File: config.mk
export PLATFORM = sky130hd
export DESIGN_NAME = tx_contention_ctrl
export DESIGN_NICKNAME = d
export VERILOG_FILES = /design/src/rtl/tx_contention_ctrl.sv
export SDC_FILE = /design/constraint.sdc
export NUM_CORES = 1
export LEC_CHECK = 0
export ABC_AREA = 1
export BUFFER_PORTS_ARGS = -buffer_cell sky130_fd_sc_hd__buf_2
export CAP_MARGIN = 20
export CORE_ASPECT_RATIO = 1.75
export CORE_MARGIN = 10
export CORE_UTILIZATION = 30
export CTS_CLUSTER_DIAMETER = 200
export CTS_CLUSTER_SIZE = 8
export DETAILED_ROUTE_END_ITERATION = 10
export MAX_ROUTING_LAYER = met4
export PLACE_DENSITY = 0.55
export SETUP_SLACK_MARGIN = 0.4
export SLEW_MARGIN = 5
export SYNTH_ARGS = -nofsm -noshare
export SYNTH_HDL_FRONTEND = slang
export SYNTH_SLANG_ARGS = --single-unit
File: constraint.sdc
create_clock -name clk -period 6.4 [get_ports clk]
set_input_delay 0.32 -clock clk [delete_from_list [all_inputs] [get_ports clk]]
set_output_delay 0.32 -clock clk [all_outputs]
set_load 0.05 [all_outputs]
File: src/rtl/tx_contention_ctrl.sv
// Multi-queue transmit contention controller: round-robin grant of backoff-complete
// queues, per-queue retry and contention-window tracking, result/timeout handling.
module tx_contention_ctrl #(
    parameter int RETRY_WIDTH = 4
) (
    input  logic                   clk,
    input  logic                   rst,
    input  logic                   tsf_pulse_1M,
    input  logic [3:0]             high_tx_allowed,
    input  logic [3:0]             queue_pending,
    input  logic [3:0]             cw_exp_min,
    input  logic [3:0]             cw_exp_max,
    input  logic [RETRY_WIDTH-1:0] retry_limit,
    input  logic [15:0]            result_timeout_top,
    input  logic                   tx_result_strobe,
    input  logic                   tx_result_ok,
    output logic [3:0]             cw_exp,
    output logic                   tx_start,
    output logic [1:0]             tx_queue_idx,
    output logic                   tx_busy,
    output logic                   success_strobe,
    output logic                   drop_strobe,
    output logic [1:0]             report_queue_idx,
    output logic [RETRY_WIDTH-1:0] retry_count
);

    // state       | meaning
    // IDLE        | waiting for an eligible queue; grants round-robin from rr_ptr
    // WAIT_RESULT | frame in flight; waiting for result strobe or timeout
    // UPDATE      | one cycle: apply retry/cw bookkeeping for the granted queue
    typedef enum logic [1:0] {
        IDLE        = 2'd0,
        WAIT_RESULT = 2'd1,
        UPDATE      = 2'd2
    } state_t;

    state_t                 state_q, state_d;
    logic [1:0]             rr_ptr_q, rr_ptr_d;
    logic [1:0]             tx_queue_idx_q, tx_queue_idx_d;
    logic [1:0]             report_queue_idx_q, report_queue_idx_d;
    logic [15:0]            tmo_cnt_q, tmo_cnt_d;
    logic [RETRY_WIDTH-1:0] retry_q [4];
    logic [RETRY_WIDTH-1:0] retry_d [4];
    logic [3:0]             cw_q [4];
    logic [3:0]             cw_d [4];
    logic                   tx_start_q, tx_start_d;
    logic                   success_q, success_d;
    logic                   drop_q, drop_d;
    logic                   tx_busy_q, tx_busy_d;
    logic [3:0]             cw_exp_q, cw_exp_d;
    logic [RETRY_WIDTH-1:0] retry_count_q, retry_count_d;

    logic [3:0] cmin;
    logic [3:0] eligible;
    logic [2:0] grant_sel;
    logic [2:0] pend_sel;
    logic [3:0] cw_cur;
    logic [4:0] cw_inc;
    logic       outcome_ok;
    logic       outcome_now;

    // {found, idx}: first set bit of mask searching upward (mod 4) from ptr
    function automatic logic [2:0] pick_rr(input logic [3:0] mask, input logic [1:0] ptr);
        logic [2:0] r;
        logic [1:0] idx;
        r = 3'b000;
        for (int i = 3; i >= 0; i--) begin
            idx = ptr + 2'(i);
            if (mask[idx]) r = {1'b1, idx};
        end
        return r;
    endfunction

    // A queue's stored exponent may sit outside the current window (reset value
    // 0, or config changed since), so every use goes through this clamp.
    function automatic logic [3:0] clamp_cw(input logic [3:0] cw, input logic [3:0] lo,
                                            input logic [3:0] hi);
        logic [3:0] r;
        if (cw < lo)      r = lo;
        else if (cw > hi) r = hi;
        else              r = cw;
        return r;
    endfunction

    assign cmin      = (cw_exp_min < cw_exp_max) ? cw_exp_min : cw_exp_max;
    assign eligible  = high_tx_allowed & queue_pending;
    assign grant_sel = pick_rr(eligible, rr_ptr_q);
    assign pend_sel  = pick_rr(queue_pending, rr_ptr_q);
    assign cw_cur    = clamp_cw(cw_q[tx_queue_idx_q], cmin, cw_exp_max);
    assign cw_inc    = {1'b0, cw_cur} + 5'd1;

    always_comb begin
        state_d            = state_q;
        rr_ptr_d           = rr_ptr_q;
        tx_queue_idx_d     = tx_queue_idx_q;
        report_queue_idx_d = report_queue_idx_q;
        tmo_cnt_d          = tmo_cnt_q;
        retry_d            = retry_q;
        cw_d               = cw_q;
        tx_start_d         = 1'b0;
        success_d          = 1'b0;
        drop_d             = 1'b0;
        cw_exp_d           = cw_cur;
        outcome_ok         = 1'b0;
        outcome_now        = 1'b0;

        case (state_q)
            IDLE: begin
                cw_exp_d = pend_sel[2] ? clamp_cw(cw_q[pend_sel[1:0]], cmin, cw_exp_max) : cmin;
                if (grant_sel[2]) begin
                    tx_queue_idx_d = grant_sel[1:0];
                    rr_ptr_d       = grant_sel[1:0] + 2'd1;
                    tx_start_d     = 1'b1;
                    tmo_cnt_d      = 16'd0;
                    state_d        = WAIT_RESULT;
                end
            end
            WAIT_RESULT: begin
                if (tx_result_strobe) begin
                    outcome_ok  = tx_result_ok;
                    outcome_now = 1'b1;
                end else if (tmo_cnt_q > result_timeout_top) begin
                    outcome_ok  = 1'b0;
                    outcome_now = 1'b1;
                end else if (tsf_pulse_1M && (tmo_cnt_q != 16'hFFFF)) begin
                    tmo_cnt_d = tmo_cnt_q + 16'd1;
                end
                // Outcome strobes are decided here so they are visible during UPDATE
                if (outcome_now) begin
                    success_d          = outcome_ok;
                    drop_d             = !outcome_ok && (retry_q[tx_queue_idx_q] >= retry_limit);
                    report_queue_idx_d = tx_queue_idx_q;
                    state_d            = UPDATE;
                end
            end
            UPDATE: begin
                if (success_q || drop_q) begin
                    retry_d[tx_queue_idx_q] = '0;
                    cw_d[tx_queue_idx_q]    = cmin;
                end else begin
                    retry_d[tx_queue_idx_q] = retry_q[tx_queue_idx_q] + 1'b1;
                    cw_d[tx_queue_idx_q]    = (cw_inc > {1'b0, cw_exp_max}) ? cw_exp_max : cw_inc[3:0];
                end
                state_d = IDLE;
            end
            default: begin
                state_d = IDLE;
            end
        endcase

        tx_busy_d     = (state_d != IDLE);
        retry_count_d = retry_d[tx_queue_idx_d];
    end

    always_ff @(posedge clk) begin
        if (rst) begin
            state_q            <= IDLE;
            rr_ptr_q           <= 2'd0;
            tx_queue_idx_q     <= 2'd0;
            report_queue_idx_q <= 2'd0;
            tmo_cnt_q          <= 16'd0;
            for (int q = 0; q < 4; q++) begin
                retry_q[q] <= '0;
                cw_q[q]    <= 4'd0;
            end
            tx_start_q         <= 1'b0;
            success_q          <= 1'b0;
            drop_q             <= 1'b0;
            tx_busy_q          <= 1'b0;
            cw_exp_q           <= 4'd0;
            retry_count_q      <= '0;
        end else begin
            state_q            <= state_d;
            rr_ptr_q           <= rr_ptr_d;
            tx_queue_idx_q     <= tx_queue_idx_d;
            report_queue_idx_q <= report_queue_idx_d;
            tmo_cnt_q          <= tmo_cnt_d;
            for (int q = 0; q < 4; q++) begin
                retry_q[q] <= retry_d[q];
                cw_q[q]    <= cw_d[q];
            end
            tx_start_q         <= tx_start_d;
            success_q          <= success_d;
            drop_q             <= drop_d;
            tx_busy_q          <= tx_busy_d;
            cw_exp_q           <= cw_exp_d;
            retry_count_q      <= retry_count_d;
        end
    end

    assign cw_exp           = cw_exp_q;
    assign tx_start         = tx_start_q;
    assign tx_queue_idx     = tx_queue_idx_q;
    assign tx_busy          = tx_busy_q;
    assign success_strobe   = success_q;
    assign drop_strobe      = drop_q;
    assign report_queue_idx = report_queue_idx_q;
    assign retry_count      = retry_count_q;

endmodule
Word-level counts from Yosys, hierarchy flattened
Index checks and enable logic that the tools add are counted.
{ "totals": {"register_bits": 68, "input_bits": 41, "output_inout_bits": 16, "elab_cells": 139} }
{ "classes": {"add_sub_neg": 7, "magnitude_cmp": 16, "eq_ne": 7, "n_mux": 68, "bitwise_logic": 9, "reduce_logical": 13} }
{ "op_table": {"columns": ["operator", "n"], "rows": [
  ["2-to-1 mux 16 bit", 7],
  ["2-to-1 mux 4 bit", 17],
  ["bitwise mux 16 bit", 3],
  ["binary-select mux 4 bit (select 2 bit)", 4],
  ["case mux 16 bit (2 select lines)", 1],
  ["2-to-1 mux 3 bit", 8],
  ["adder 16 x 1 -> 16 bit (second input constant)", 1],
  ["AND 16 bit", 1],
  ["binary-select mux 1 bit (select 2 bit)", 8],
  ["> comparator 16 bit", 1],
  ["inequality test 16 bit (second input constant)", 1],
  ["inverter 16 bit", 1],
  ["2-to-1 mux 1 bit", 14],
  ["< comparator 2 x 3 -> 1 bit (second input constant)", 4],
  ["< comparator 4 bit", 3],
  [">= comparator 3 bit (second input constant)", 3],
  ["inverter 2 -> 3 bit", 3],
  ["demux 4 bit (select 2 bit)", 1],
  ["> comparator 4 bit", 2],
  ["2-to-1 mux 2 bit", 4],
  ["inequality test 2 bit (second input constant)", 4],
  ["adder 4 x 1 -> 5 bit (second input constant)", 1],
  ["> comparator 5 x 4 -> 1 bit", 1],
  ["AND reduction 5 bit", 1],
  ["other kinds (18)", 26]
]} }

Depth between registers and ports, before layout
{ "logic_depth": {"depth_word": 16, "depth_mapped": 30, "depth_no_buf": 30} }

Worst setup path before layout
OpenSTA, ideal clock, no wires.
{ "synth_timing": {"path_type": "register -> register", "startpoint": "register tx_queue_idx_q[1], in the netlist tx_queue_idx[1]", "endpoint": "register cw_q[3] (netlist name)", "setup_time_ns": 0.119, "arrival_time_ns": 3.976, "t_required_ns": 6.281, "path_slack_ns": 2.304, "path_stages_with_launch": 29, "path_buffers": 0, "period_less_slack_ns": 4.096, "cell_sequence": "dfxtp_1 -> inv_2 -> nand2_2 -> inv_2 -> nand2_1 -> o2111ai_1 -> ha_1 -> a21oi_1 -> o21ai_0 -> nand2_1 -> inv_1 -> nand2_1 -> o21ai_0 -> nand2_2 -> nand2_4 -> ha_1 -> or2_1 -> nand2_1 -> inv_1 -> ha_1 -> a21oi_1 -> o21ai_0 -> a21o_1 -> nand2_1 -> inv_1 -> nor2_8 -> nand3_4 -> nand3_1 -> a21oi_1"} }
{ "synth_via": {"elab_chain_cells": 12, "word_cells_on_any_way": 19, "classes_between": "add/sub (1); order compare (5); mux (11); bitwise (1); reduce/logical (1)"} }
{ "synth_rtl": {"columns": ["item", "line", "source"], "rows": [
  ["start: declaration", "39", "logic [1:0] tx_queue_idx_q, tx_queue_idx_d;"],
  ["start signal: assignment", "175", "tx_queue_idx_q <= tx_queue_idx_d;"],
  ["inverter 2 -> 3 bit (*)", "89, 139, 142", null],
  ["binary-select mux 4 bit (select 2 bit)", "89", "assign cw_cur = clamp_cw(cw_q[tx_queue_idx_q], cmin, cw_exp_max);"],
  ["2-to-1 mux 4 bit (implied by the code) (2 in series)", "89", null],
  ["> comparator 4 bit", "80", "else if (cw > hi) r = hi;"],
  ["2-to-1 mux 4 bit", "80", null],
  ["2-to-1 mux 4 bit", "79", "if (cw < lo) r = lo;"],
  ["adder 4 x 1 -> 5 bit", "90", "assign cw_inc = {1'b0, cw_cur} + 5'd1;"],
  ["> comparator 5 x 4 -> 1 bit", "142", "cw_d[tx_queue_idx_q] = (cw_inc > {1'b0, cw_exp_max}) ? cw_exp_max : cw_inc[3:0];"],
  ["2-to-1 mux 4 bit", "142", null],
  ["bitwise mux 16 bit", "142", null],
  ["2-to-1 mux 16 bit (*)", "137", "if (success_q || drop_q) begin"],
  ["end signal: indexed assignment", "180", "cw_q[q] <= cw_d[q];"],
  ["end: declaration", "44", "logic [3:0] cw_q [4];"]
]} }
Every way passes the cells marked *; elsewhere a longest branch is shown, timed or not. The select of a mux whose other input is x is not followed.
A chain may end at the register's enable or synchronous reset.

Worst setup path in the final report
{ "layout_timing": {"startpoint": "register tx_queue_idx_q[1], in the netlist tx_queue_idx[1]", "endpoint": "register cw_q[15] (netlist name)"} }
The elaborated chain is that of the path after synthesis.

==> metrics.txt <==
status=finished, final reports clean; Async S/R FF share, synth=0; register-to-register setup slack=2.04 ns; Clock Skew=0.008933 ns; leakage=3.056 nW; Area Overhead vs Synth=15.22%; largest net degree at the start of global routing=45; Ports=57; ANT cells=0; Synth area leaders=dfxtp_1 25%, nand2_1 13%, ha_1 10%, inv_1 9.4%, nand3_1 6.9%; cell count after synthesis=846; HPWL after DPL=13010 um; Total Power=2.461 mW; post-synthesis compound-gate area fraction=0.1706; Die H=197.1 um; Post-Synth Simple-Gate Area=0.3385; Die ar.=0.02388 mm^2; #FFs+latches synth=68; Core ar.=0.01754 mm^2; first-pass GRT wire length=26830 um; filler instances=1944; Root Buffer=clkbuf_16; Synth Area in Adders=0.1001; sum of negative setup slack=0 ns; mux cell area share after synthesis=0; CTS tree=done; initial DRC count=297; Crit. End Element=register; Avg Cell Area, Syn=6.354 um^2; nets=983; post-CTS setup buffers=0; Required @ worst endpoint=6.62 ns; Syn Nets=930; Mapped Area=0.005375 mm^2; Worst-Skew Late Latency=0.34 ns; top cell type by total area after synthesis=dfxtp_1; CTS buffer count=9; # H-tree levels=3; Post-synth EDFFs=0; gpl congestion=0.8910; vias=5582; vias in the first global route=5595; drc violations=0; f_max=229.4 MHz; CP startpoint kind=register; relative slew slack=0.4359; Overall Global Routing Usage=0.1423; crit path kind=register to register; DR vias/cell=4.918; fin crit period=4.359 ns; initial core utilization=0.3065; top-count cell post-synth=nand2_1; routed len/inst=14.55 um; Yosys top cell area share=0.2533; RSZ-0062 raised after global routing=false; top_reg_cell synth=dfxtp_1; number of max-cap violations=0; final wirelength=16510 um; Die Wd=121.2 um; FF/Latch Area=0.001361 mm^2; initial antenna violation count=0; Final setup violation count=0; most frequent cells after synthesis=192 x nand2_1, 134 x inv_1, 74 x nand3_1, 74 x nor2_1, 68 x dfxtp_1; Min Hold Slack=0.3127 ns; Max VDD drop=161.2 uV; final hold violations=0; cts hold-fix bufs=0; Crit Path Max Fanout=6; Num Clock Sinks=68; Critical Path AT=4.58 ns; CTS Buffer Depth=2; placed insts=1119; port bufs=56; Final period util=0.6811; Slew Limit Fails=0; Ys Warns=0; Congestion Overflow GR=0; combinational family with the most area after synthesis=simple AND/OR/NAND/NOR gates; post-route ant nets=0; First-pass DRT Iterations=5; layout cell share with drive strength beyond 1=0.1416; worst min-delay path category=input port to register; CTS clk-pin slew, worst paths=0.07 ns; CTS resizes=0; FP Rows=64; post-synthesis cell type count=43; final cell count without fillers=1135; Slew @ Worst Pin=0.8461 ns; PwrDens=397.4 mW/mm^2; multi-input logic area=0.003397 mm^2; Seq/Total Area, Yosys=0.2533; post-synthesis xor/xnor area fraction=0.02281
placed cells by master, fill, tap and decap left out, types with 4 or more instances in the layout:
| master | synthesis | layout |
|---|---|---|
| inv_2 | 11 | 11 |
| inv_1 | 134 | 134 |
| nand4_1 | 7 | 7 |
| a22oi_1 | 13 | 13 |
| o22ai_1 | 11 | 11 |
| nand2_2 | 21 | 21 |
| nand2_4 | 7 | 7 |
| o21ai_1 | 4 | 4 |
| ha_1 | 43 | 43 |
| xor2_1 | 11 | 11 |
| clkbuf_16 | 0 | 9 |
| dfxtp_1 | 68 | 68 |
| nand3_1 | 74 | 74 |
| nand2_1 | 192 | 192 |
| nor3_1 | 7 | 7 |
| a21oi_1 | 60 | 60 |
| buf_2 | 1 | 56 |
| nor2_1 | 74 | 74 |
| o21ai_0 | 51 | 51 |
| o211ai_1 | 4 | 4 |
| o21ai_2 | 4 | 4 |
registers in the layout (all words and copies together), names as in the netlist:
| signal | flops |
|---|---|
| tx_busy | 1 |
| drop_strobe | 1 |
| rr_ptr_q | 2 |
| cw_exp | 4 |
| tx_queue_idx | 2 |
| tx_start | 1 |
| retry_q | 16 |
| tmo_cnt_q | 16 |
| cw_q | 16 |
| success_strobe | 1 |
| state_q | 2 |
| retry_count | 4 |
| report_queue_idx | 2 |
layer usage:
| layer | up-vias | GRT usage | part of all wire |
|---|---|---|---|
| li1 | 2858 | - | - |
| met1 | 2562 | 0.1328 | 0.38 |
| met2 | 132 | 0.2744 | 0.55 |
| met3 | 30 | 0.02604 | 0.045 |
| met4 | 0 | 0.05809 | 0.027 |
| met5 | - | - | 0 |
where the power goes:
part / total, mW / switching [mW] / internal (mW)
sequential: 0.516 / 0.0441 / 0.472
combinational: 1.43 / 1.02 / 0.414
clock: 0.516 / 0.208 / 0.307
total: 2.46 / 1.27 / 1.19
worst max-delay path: stages (launching register included):
cell and delay [ns]:
dfxtp_1 0.49, inv_2 0.07, nand2_2 0.14, inv_2 0.12, nand2_1 0.08, o2111ai_1 0.21
ha_1 0.38, a21oi_1 0.14, o21ai_0 0.09, nand2_1 0.10, inv_1 0.10, o21ai_0 0.23
nand2_2 0.10, nand2_4 0.11, ha_1 0.19, nand3_2 0.14, nand2_1 0.16, inv_1 0.06
ha_1 0.31, a21oi_1 0.13, o21ai_0 0.10, a21o_1 0.16, nand2_1 0.09, inv_1 0.10
nor2_8 0.20, nand3_4 0.11, nand3_1 0.09, a21oi_1 0.06
final timing paths:
| check | to | start | cells past startpoint |
|---|---|---|---|
| setup / recovery | cw_q[15] | tx_queue_idx[1] | 27 |
| hold reg to reg | tmo_cnt_q[15] | tmo_cnt_q[15] | 2 |
| hold / removal | success_strobe | tx_result_ok | 3 |
| setup reg to reg | cw_q[15] | tx_queue_idx[1] | 27 |
logic make-up (layout without fill, tap and decap cells):
group / count (synthesis) / in the layout
buffers and inverters: 161 / 219
xor gates and xnor gates: 14 / 14
AOI/OAI and AO/OA: 161 / 161
DFF: 68 / 68
and+or+nand+nor: 399 / 399
adders and majority gates: 43 / 43
final cells by class:
| type | instances | area share |
|---|---|---|
| Clock buffer | 9 | 0.03636 |
| Clock inverter | 7 | 0.01313 |
| Inverter | 145 | 0.08788 |
| Multi-Input combinational cell | 617 | 0.5485 |
| Sequential cell | 68 | 0.2198 |
| Tap cell | 231 | 0.04667 |
| Timing Repair Buffer | 58 | 0.04768 |
per-stage QoR:
| step | setup WS, ns | utilization | area [um^2] |
|---|---|---|---|
| global placement | 1.914 | 0.3357 | 5887 |
| CTS | 2.070 | 0.3532 | 6193 |
| floorplan | 2.304 | - | 5375 |
| detailed placement | 1.746 | 0.3357 | 5887 |
| global route | 1.605 | 0.3532 | 6193 |
| finish | 2.041 | 0.3532 | 6193 |
Note: power is estimated with default switching activity, not from simulation.
